--- config.mk ---
export PLATFORM = sky130hd
export DESIGN_NAME = cmp_arbiter_flat
export DESIGN_NICKNAME = d
export VERILOG_FILES = /design/src/rtl/cmp_arbiter_if.sv /design/src/rtl/cmp_arbiter.sv /design/src/flat_wrapper.sv
export SDC_FILE = /design/constraint.sdc
export NUM_CORES = 1
export LEC_CHECK = 0
export BUFFER_PORTS_ARGS = -buffer_cell sky130_fd_sc_hd__buf_2
export CAP_MARGIN = 30
export CORE_ASPECT_RATIO = 0.7
export CORE_UTILIZATION = 45
export DETAILED_ROUTE_END_ITERATION = 12
export PLACE_DENSITY = 0.8
export SYNTH_ARGS = -nofsm -noshare
export SYNTH_HDL_FRONTEND = slang
export SYNTH_SLANG_ARGS = --single-unit
--- constraint.sdc ---
create_clock -name clk -period 2.9 [get_ports clk]
set_input_delay 0.435 -clock clk [delete_from_list [all_inputs] [get_ports clk]]
set_output_delay 0.435 -clock clk [all_outputs]
set_load 0.005 [all_outputs]
--- src/rtl/cmp_arbiter_if.sv ---
// Bundle of the requester handshakes and the shared comparator hookup for cmp_arbiter.
interface cmp_arbiter_if #(
  parameter int unsigned WIDTH = 18
);
  logic             req0;
  logic             req1;
  logic [WIDTH-1:0] a0;
  logic [WIDTH-1:0] b0;
  logic [WIDTH-1:0] a1;
  logic [WIDTH-1:0] b1;
  logic             done0;
  logic             done1;
  logic             zf_out;
  logic             cf_out;
  logic             busy;
  logic [WIDTH-1:0] cmp_a;
  logic [WIDTH-1:0] cmp_b;
  logic             cmp_en;
  logic             cmp_zf;
  logic             cmp_cf;

  // Arbiter side
  modport slave (
    input  req0, req1, a0, b0, a1, b1, cmp_zf, cmp_cf,
    output done0, done1, zf_out, cf_out, busy, cmp_a, cmp_b, cmp_en
  );

  // Requesters plus comparator side
  modport master (
    output req0, req1, a0, b0, a1, b1, cmp_zf, cmp_cf,
    input  done0, done1, zf_out, cf_out, busy, cmp_a, cmp_b, cmp_en
  );
endinterface

--- src/rtl/cmp_arbiter.sv ---
// Two-requester round-robin front end for a single shared comparator.
// One compare takes IDLE -> ISSUE -> CAPTURE -> RESP; done pulses in RESP.
module cmp_arbiter #(
  parameter int unsigned WIDTH = 18
) (
  input  logic         clk,
  input  logic         clear,
  cmp_arbiter_if.slave bus
);

  typedef enum logic [1:0] {
    IDLE    = 2'd0,
    ISSUE   = 2'd1,
    CAPTURE = 2'd2,
    RESP    = 2'd3
  } state_e;

  state_e           state_q, state_d;
  logic             grant_q, grant_d;
  logic             last_q, last_d;
  logic [WIDTH-1:0] cmp_a_q, cmp_a_d;
  logic [WIDTH-1:0] cmp_b_q, cmp_b_d;
  logic             cmp_en_q, cmp_en_d;
  logic             done0_q, done0_d;
  logic             done1_q, done1_d;
  logic             zf_q, zf_d;
  logic             cf_q, cf_d;
  logic             busy_q, busy_d;
  logic             pick_c;

  // Tie goes to whoever was not served last; otherwise the lone requester wins.
  always_comb begin
    if (bus.req0 && bus.req1) begin
      pick_c = ~last_q;
    end else begin
      pick_c = bus.req1;
    end
  end

  // Next-state and registered-output logic
  always_comb begin
    state_d  = state_q;
    grant_d  = grant_q;
    last_d   = last_q;
    cmp_a_d  = cmp_a_q;
    cmp_b_d  = cmp_b_q;
    zf_d     = zf_q;
    cf_d     = cf_q;
    cmp_en_d = 1'b0;
    done0_d  = 1'b0;
    done1_d  = 1'b0;

    unique case (state_q)
      IDLE: begin
        if (bus.req0 || bus.req1) begin
          state_d  = ISSUE;
          grant_d  = pick_c;
          cmp_a_d  = pick_c ? bus.a1 : bus.a0;
          cmp_b_d  = pick_c ? bus.b1 : bus.b0;
          cmp_en_d = 1'b1;
        end
      end
      ISSUE: begin
        state_d = CAPTURE;
      end
      CAPTURE: begin
        // Flags are valid now: the comparator sampled on the ISSUE edge.
        state_d = RESP;
        zf_d    = bus.cmp_zf;
        cf_d    = bus.cmp_cf;
        done0_d = ~grant_q;
        done1_d = grant_q;
      end
      RESP: begin
        state_d = IDLE;
        last_d  = grant_q;
      end
      default: begin
        state_d = IDLE;
      end
    endcase

    busy_d = (state_d != IDLE);
  end

  // State and output registers
  always_ff @(posedge clk) begin
    if (clear) begin
      state_q  <= IDLE;
      grant_q  <= 1'b0;
      last_q   <= 1'b1;
      cmp_a_q  <= '0;
      cmp_b_q  <= '0;
      cmp_en_q <= 1'b0;
      done0_q  <= 1'b0;
      done1_q  <= 1'b0;
      zf_q     <= 1'b0;
      cf_q     <= 1'b0;
      busy_q   <= 1'b0;
    end else begin
      state_q  <= state_d;
      grant_q  <= grant_d;
      last_q   <= last_d;
      cmp_a_q  <= cmp_a_d;
      cmp_b_q  <= cmp_b_d;
      cmp_en_q <= cmp_en_d;
      done0_q  <= done0_d;
      done1_q  <= done1_d;
      zf_q     <= zf_d;
      cf_q     <= cf_d;
      busy_q   <= busy_d;
    end
  end

  assign bus.cmp_a  = cmp_a_q;
  assign bus.cmp_b  = cmp_b_q;
  assign bus.cmp_en = cmp_en_q;
  assign bus.done0  = done0_q;
  assign bus.done1  = done1_q;
  assign bus.zf_out = zf_q;
  assign bus.cf_out = cf_q;
  assign bus.busy   = busy_q;

endmodule

--- src/flat_wrapper.sv ---
// flat-port wrapper written by rule: the top's interface ports become plain ports
module cmp_arbiter_flat 
#(
  parameter int unsigned WIDTH = 18
)
  (clk, clear, bus_req0, bus_req1, bus_a0, bus_b0, bus_a1, bus_b1, bus_cmp_zf, bus_cmp_cf, bus_done0, bus_done1, bus_zf_out, bus_cf_out, bus_busy, bus_cmp_a, bus_cmp_b, bus_cmp_en);
  cmp_arbiter_if #(.WIDTH(WIDTH)) bus_i ();
  input  logic clk;
  input  logic clear;
  input wire logic [$bits(bus_i.req0)-1:0] bus_req0;
  input wire logic [$bits(bus_i.req1)-1:0] bus_req1;
  input wire logic [$bits(bus_i.a0)-1:0] bus_a0;
  input wire logic [$bits(bus_i.b0)-1:0] bus_b0;
  input wire logic [$bits(bus_i.a1)-1:0] bus_a1;
  input wire logic [$bits(bus_i.b1)-1:0] bus_b1;
  input wire logic [$bits(bus_i.cmp_zf)-1:0] bus_cmp_zf;
  input wire logic [$bits(bus_i.cmp_cf)-1:0] bus_cmp_cf;
  output wire logic [$bits(bus_i.done0)-1:0] bus_done0;
  output wire logic [$bits(bus_i.done1)-1:0] bus_done1;
  output wire logic [$bits(bus_i.zf_out)-1:0] bus_zf_out;
  output wire logic [$bits(bus_i.cf_out)-1:0] bus_cf_out;
  output wire logic [$bits(bus_i.busy)-1:0] bus_busy;
  output wire logic [$bits(bus_i.cmp_a)-1:0] bus_cmp_a;
  output wire logic [$bits(bus_i.cmp_b)-1:0] bus_cmp_b;
  output wire logic [$bits(bus_i.cmp_en)-1:0] bus_cmp_en;
  assign bus_i.req0 = bus_req0;
  assign bus_i.req1 = bus_req1;
  assign bus_i.a0 = bus_a0;
  assign bus_i.b0 = bus_b0;
  assign bus_i.a1 = bus_a1;
  assign bus_i.b1 = bus_b1;
  assign bus_i.cmp_zf = bus_cmp_zf;
  assign bus_i.cmp_cf = bus_cmp_cf;
  assign bus_done0 = bus_i.done0;
  assign bus_done1 = bus_i.done1;
  assign bus_zf_out = bus_i.zf_out;
  assign bus_cf_out = bus_i.cf_out;
  assign bus_busy = bus_i.busy;
  assign bus_cmp_a = bus_i.cmp_a;
  assign bus_cmp_b = bus_i.cmp_b;
  assign bus_cmp_en = bus_i.cmp_en;
  cmp_arbiter #(.WIDTH(WIDTH)) u_core (.clk(clk), .clear(clear), .bus(bus_i));
endmodule
==> results of run 1 <==
area by class of cell:
type / count / area share
well taps: 55 / 0.0252
repair buffers: 123 / 0.234
multi-input cells: 167 / 0.372
clock buffers: 7 / 0.0280
flip-flops and latches: 46 / 0.337
inverters: 3 / 0.00412
metal layers:
metal | GRT usage | share of wire | vias to the layer above | routed length [µm]
met2 | 0.372 | 0.46 | 83 | 2380
met1 | 0.288 | 0.47 | 984 | 2440
li1 | - | - | 1029 | -
met4 | 0.0616 | 0.0044 | 0 | 23
met5 | 0 | 0 | - | 0
met3 | 0.0463 | 0.066 | 4 | 345
report_power, final:
group	switching [µW]	total (µW)	internal, µW	leakage [µW]
Sequential	112	968	856	0.000381
Clock	191	357	166	0.0000383
Combinational	644	1150	507	0.000926
Total	947	2480	1530	0.00135
worst min path at each step:
stage | startpoint | end
finish | bus_b0[15] | u_core.bus.cmp_b[15]
global route | bus_b0[4] | u_core.bus.cmp_b[4]
CTS | bus_a0[17] | u_core.bus.cmp_a[17]
detailed placement | u_core.grant_q | u_core.bus.done0
global placement | u_core.bus.zf_out | u_core.bus.zf_out
floorplan | u_core.grant_q | u_core.bus.done0
metrics by stage:
| step | power, µW | area (µm²) | util | std cells |
|---|---|---|---|---|
| after global placement | 2100 | 2650 | 0.609 | 394 |
| final | 2480 | 2730 | 0.627 | 401 |
| after floorplan | 1750 | 2060 | - | 236 |
| after global routing | 2680 | 2730 | 0.627 | 401 |
| after CTS | 2500 | 2730 | 0.627 | 401 |
| after detailed placement | 2140 | 2650 | 0.609 | 394 |
tightest hold or removal path: cells and delay by family:
| kind | cells | cell delay, ns |
|---|---|---|
| simple gates | 1 | 0.04 |
| buf+inv | 1 | 0.09 |
| compound gates | 1 | 0.05 |
cells by family (layout without fill, tap and decap cells):
family | Yosys count | count (layout)
AO/OA/AOI/OAI | 80 | 80
adder cells (fa/ha/maj) | 3 | 3
buffers and inverters | 23 | 133
flip-flops | 46 | 46
multiplexers | 2 | 2
AND/OR/NAND/NOR | 82 | 82
cells in the mapped netlist (all sizes together), types with 2 or more instances:
master and number:
clkbuf 5, a21oi 37, dfxtp 46, a211oi 36, inv 3, ha 3, buf 15, nor2 42
mux2i 2, nand2 36, o21ai 2
==> impl_metrics.csv, run 1 <==
group,metric,value,unit
outcome,status,"complete, no violations",
logic_synthesis,ys_ff_latch,46,
timing,fin_crit,1.85,ns
logic_synthesis,synthDistinctLibCells,23,
logic_synthesis,synthAdderAreaFrac,0.0182,
timing,setup_viol_count_final,0,
worst_hold_path,hold_path_class,"in -> reg",
clocking,cts_root_buf,"clkbuf_8",
final_layout,nets,427,
critical_path,start_kind,"flop",
floorplanning,initial_utilization,0.472,
logic_synthesis,synthCells,236,
critical_path,critPathTopFamily,"compound AO/OA/AOI/OAI gates",
critical_path,rr_endpoint,"u_core.bus.cmp_b[16]",
clocking,cts_buffer_depth,2,
timing,grt_setup_unrepaired,"no",
critical_path,rrSetupSlack,1.05,ns
clocking,post_cts_resized,0,
logic_synthesis,ys.flop_type,"dfxtp_1",
global_routing,grt_pass1_wl,8650,µm
critical_path,cp_cell_sequence,"inv_1 -> ha_1 -> o21a_1 -> buf_12 -> nor2_1 -> a211oi_1",
worst_hold_path,hold_depth,3,
logic_synthesis,synth_mux_area_frac,0.00973,
critical_path,cp_max_fo,21,
global_routing,grtUsageTotal,0.219,
power,p_per_area,907,mW/mm²
clocking,cts_made_buffers,5,
logic_synthesis,synth-edff-count,0,
route,drc,0,
logic_synthesis,avgSynthCellArea,8.72,µm²
placed_design,dpl.hpwl,3740,µm
timing,slew_headroom,0.508,
placed_design,place_ws,0.937,ns
global_routing,grt-ovfl-total,0,
logic_synthesis,syn-cell-area,0.00206,mm²
timing,finalHoldViolCount,0,
logic_synthesis,synth_compound_area_frac,0.305,
logic_synthesis,synthSimpleGateAreaFrac,0.158,
final_layout,final_common_cell,"buf_2",
floorplanning,io_pins,120,
logic_synthesis,synth_fp_nets,317,
route,drt-wirelength-per-cell,13.0,µm
timing,worst_slew_pin_slew,0.737,ns
logic_synthesis,yosys.area.top_type_share,0.448,
route,num_vias,2100,
final_layout,area_growth_syn_to_layout,32.7,%
final_layout,drive_gt1_frac,0.445,
global_routing,antenna_found_initial,0,
route,first_pass_iters,4,
floorplanning,die_h,58.6,µm
clocking,post_cts_buffers,0,
timing,fmax,541,MHz
final_layout,final_cell_mix,"119 x buf_2, 46 x dfxtp_1, 42 x nor2_1",
critical_path,cp.depth,6,
route,via_per_inst,5.24,
clocking,cts_sinks,46,
logic_synthesis,async_reset_ff_frac,0,
floorplanning,die_area,0.00485,mm²
route,finalWirelength,5190,µm
placed_design,gp_congestion,0.825,
critical_path,reg2reg_from,"u_core.state_q[0]",
logic_synthesis,yosys-top-cells-area,"dfxtp_1 45%, a211oi_2 13%, a21oi_1 9.0%",
global_routing,grt_pass1_vias,1890,
logic_synthesis,synth-xor-area-share,0,
critical_path,reg2reg_depth,6,
global_routing,grt_max_degree,37,
critical_path,required,3.09,ns
logic_synthesis,synth_warnings,0,
floorplanning,std_cell_rows,20,
clocking,hold_buffers,0,
floorplanning,coreArea,0.00435,mm²
clocking,clk_latency,0.28,ns
critical_path,slowest_delay,0.58,ns
critical_path,critPathCapture,"u_core.bus.cmp_b[16]",
critical_path,crit_type,"reg -> reg",
critical_path,cp.arrival,2.04,ns
clocking,cts_tree,"done",
logic_synthesis,synth_top_family_by_area,"compound AO/OA/AOI/OAI gates",
logic_synthesis,ys_seq_area_frac,0.448,
route,ant_nets,0,
clocking,htreeDepth,2,
critical_path,cp_slowest_cell,"o21a_1",
power,p_leak,0.00135,µW
critical_path,crit_buf_inv,2,
final_layout,multiInputGateArea,0.00101,mm²
timing,fin_hold_ws,0.387,ns
placed_design,io_buffers,119,
floorplanning,die_w,82.8,µm
timing,slew_violations,0,
clocking,clk_pin_slew,0.08,ns
timing,period_share,0.637,
timing,fin_skew,0.00175,ns
critical_path,end_kind,"flop",
final_layout,antennaDiodeCount,0,
final_layout,fill_cells,421,
power,peakVddDrop,0.463,mV
timing,finalSetupTns,0,ns
timing,setup_ws,1.05,ns
logic_synthesis,synth_top_cell_by_area,"dfxtp_1",
final_layout,regArea,921,µm²
route,drt_iter0_markers,66,
run,cap_viol_max_count,0,
critical_path,startpoint,"u_core.state_q[0]",
Note: power is estimated with default switching activity, not from simulation.
==> run 2: changes to the inputs <==
CORE_UTILIZATION = 39   (was 45)
PLACE_DENSITY = 0.74   (was 0.8)
clock period = 1.6 ns   (was 2.9 ns; I/O delays follow)
==> run 2 against run 1 <==
  * Power grew 90%
  * Combinational power grew 93%
  * Core utilization shrank 4.8 points
  * First-iteration DRC count shrank 47%
  * Highest routed layer unchanged
  * Worst setup slack lost 0.94 ns
  * Sequential share of layout area shrank 1.4 points
  * Hold slack lost 0.20 ns
  * Largest power group unchanged
  * Critical path depth shrank 1
==> impl_metrics.csv, run 2 (synthesis gave the netlist of run 1 again) <==
group,metric,value,unit
critical_path,required,1.78,ns
route,drc,0,
critical_path,cp_max_fo,5,
critical_path,start_kind,"flop",
final_layout,drive_gt1_frac,0.465,
critical_path,end_kind,"flop",
final_layout,final_common_cell,"buf_2",
global_routing,antenna_found_initial,0,
global_routing,grt_pass1_wl,8690,µm
placed_design,dpl.hpwl,3960,µm
final_layout,area_growth_syn_to_layout,38.3,%
route,via_per_inst,4.84,
critical_path,crit_type,"reg -> reg",
timing,setup_viol_count_final,0,
global_routing,met2_usage,0.338,
placed_design,io_buffers,119,
route,first_pass_iters,4,
placed_design,place_ws,0.0722,ns
final_layout,regArea,921,µm²
timing,fin_hold_ws,0.184,ns
worst_hold_path,min_from,"bus_cmp_cf",
clocking,cts_sinks,46,
floorplanning,die_area,0.00557,mm²
power,peakVddDrop,0.733,mV
clocking,clk_latency,0.29,ns
route,finalWirelength,5410,µm
critical_path,startpoint,"u_core.state_q[1]",
timing,finalSetupTns,0,ns
final_layout,antennaDiodeCount,0,
critical_path,rrSetupSlack,0.11,ns
critical_path,crit_buf_inv,1,
clocking,hold_buffers,0,
global_routing,grt_pass1_vias,1984,
clocking,cts_buffer_depth,2,
global_routing,grt_max_degree,27,
final_layout,nets,433,
floorplanning,coreArea,0.00491,mm²
timing,slew_violations,0,
timing,worst_slew_pin_slew,0.263,ns
critical_path,slowest_delay,0.57,ns
outcome,status,"complete, no violations",
clocking,clk_pin_slew,0.08,ns
clocking,cts_made_buffers,5,
timing,setup_ws,0.115,ns
power,p_per_area,1650,mW/mm²
timing,period_share,0.928,
timing,fin_crit,1.49,ns
critical_path,cp_cell_sequence,"inv_1 -> ha_4 -> or4b_2 -> o21ai_0 -> a21oi_1",
route,drt-wirelength-per-cell,12.8,µm
global_routing,grt-busiest-layer,"met2",
critical_path,critPathTopFamily,"simple AND/OR/NAND/NOR gates",
final_layout,multiInputGateArea,0.00103,mm²
floorplanning,io_pins,120,
clocking,htreeDepth,2,
global_routing,grtUsageTotal,0.202,
floorplanning,std_cell_rows,21,
route,num_vias,2042,
critical_path,reg2reg_from,"u_core.state_q[1]",
floorplanning,initial_utilization,0.419,
placed_design,dp_cells,414,
timing,fmax,673,MHz
run,cap_viol_max_count,0,
critical_path,cp_slowest_cell,"or4b_2",
clocking,cts_root_buf,"clkbuf_8",
global_routing,grt-ovfl-total,0,
final_layout,stdcell_count,422,
global_routing,met3_usage,0.0687,
critical_path,cp.arrival,1.66,ns
placed_design,gp_congestion,0.710,
route,drt_iter0_markers,35,
final_layout,final_cell_mix,"119 x buf_2, 46 x dfxtp_1, 42 x nor2_1",
timing,fin_skew,0.00283,ns
final_layout,fill_cells,473,
route,ant_nets,0,
clocking,cts_tree,"done",
worst_hold_path,hold_path_class,"in -> reg",
floorplanning,die_w,88.8,µm
timing,finalHoldViolCount,0,
global_routing,met1_usage,0.244,
power,p_leak,0.00139,µW
timing,slew_headroom,0.825,
timing,grt_setup_unrepaired,"no",
final_layout,fin_util,0.579,
floorplanning,die_h,62.8,µm
==> run 2: final timing paths <==
| path | to | cells past startpoint |
|---|---|---|
| max | u_core.bus.busy | 5 |
| min | u_core.bus.cf_out | 3 |
| max reg2reg | u_core.bus.busy | 5 |
| min reg2reg | u_core.bus.done0 | 1 |
==> run 2: routing by layer <==
metal	up-vias	wire length, µm
met5	-	0
met4	0	23
met3	3	447
met2	80	2440
met1	916	2500
li1	1043	-
==> run 2: power breakdown <==
group          switching, µW  internal [µW]  total, µW
logic                   1190           1030       2220
clock network            369            349        718
registers                205           1550       1760
==> run 2: final cells by class <==
cell class | count | share of cell area
tap | 69 | 0.0303
sequential | 46 | 0.324
inverter | 3 | 0.00396
clock inverter | 1 | 0.00176
clock buffer | 7 | 0.0303
multi-input combinational | 167 | 0.361
timing repair buffer | 129 | 0.249
==> run 2: worst reg2reg max path: cells and delay by family, from the launching register on <==
family                     cells  cell delay [ns]
AOI/OAI and AO/OA              2             0.21
adders and majority gates      1             0.16
buffers and inverters          1             0.10
DFF                            1             0.33
and+or+nand+nor                1             0.57
==> run 2: metrics by stage <==
step                power (µW)  area, µm²
floorplan                 3170       2060
global placement          3910       2740
detailed placement        3980       2740
CTS                       4730       2830
global route              5080       2850
finish                    4700       2850
==> run 2: what timing repair did <==
action,4_1_cts,5_1_grt
resized for setup,0,3
buffers inserted,0,0
endpoints found under the setup margin,0,2
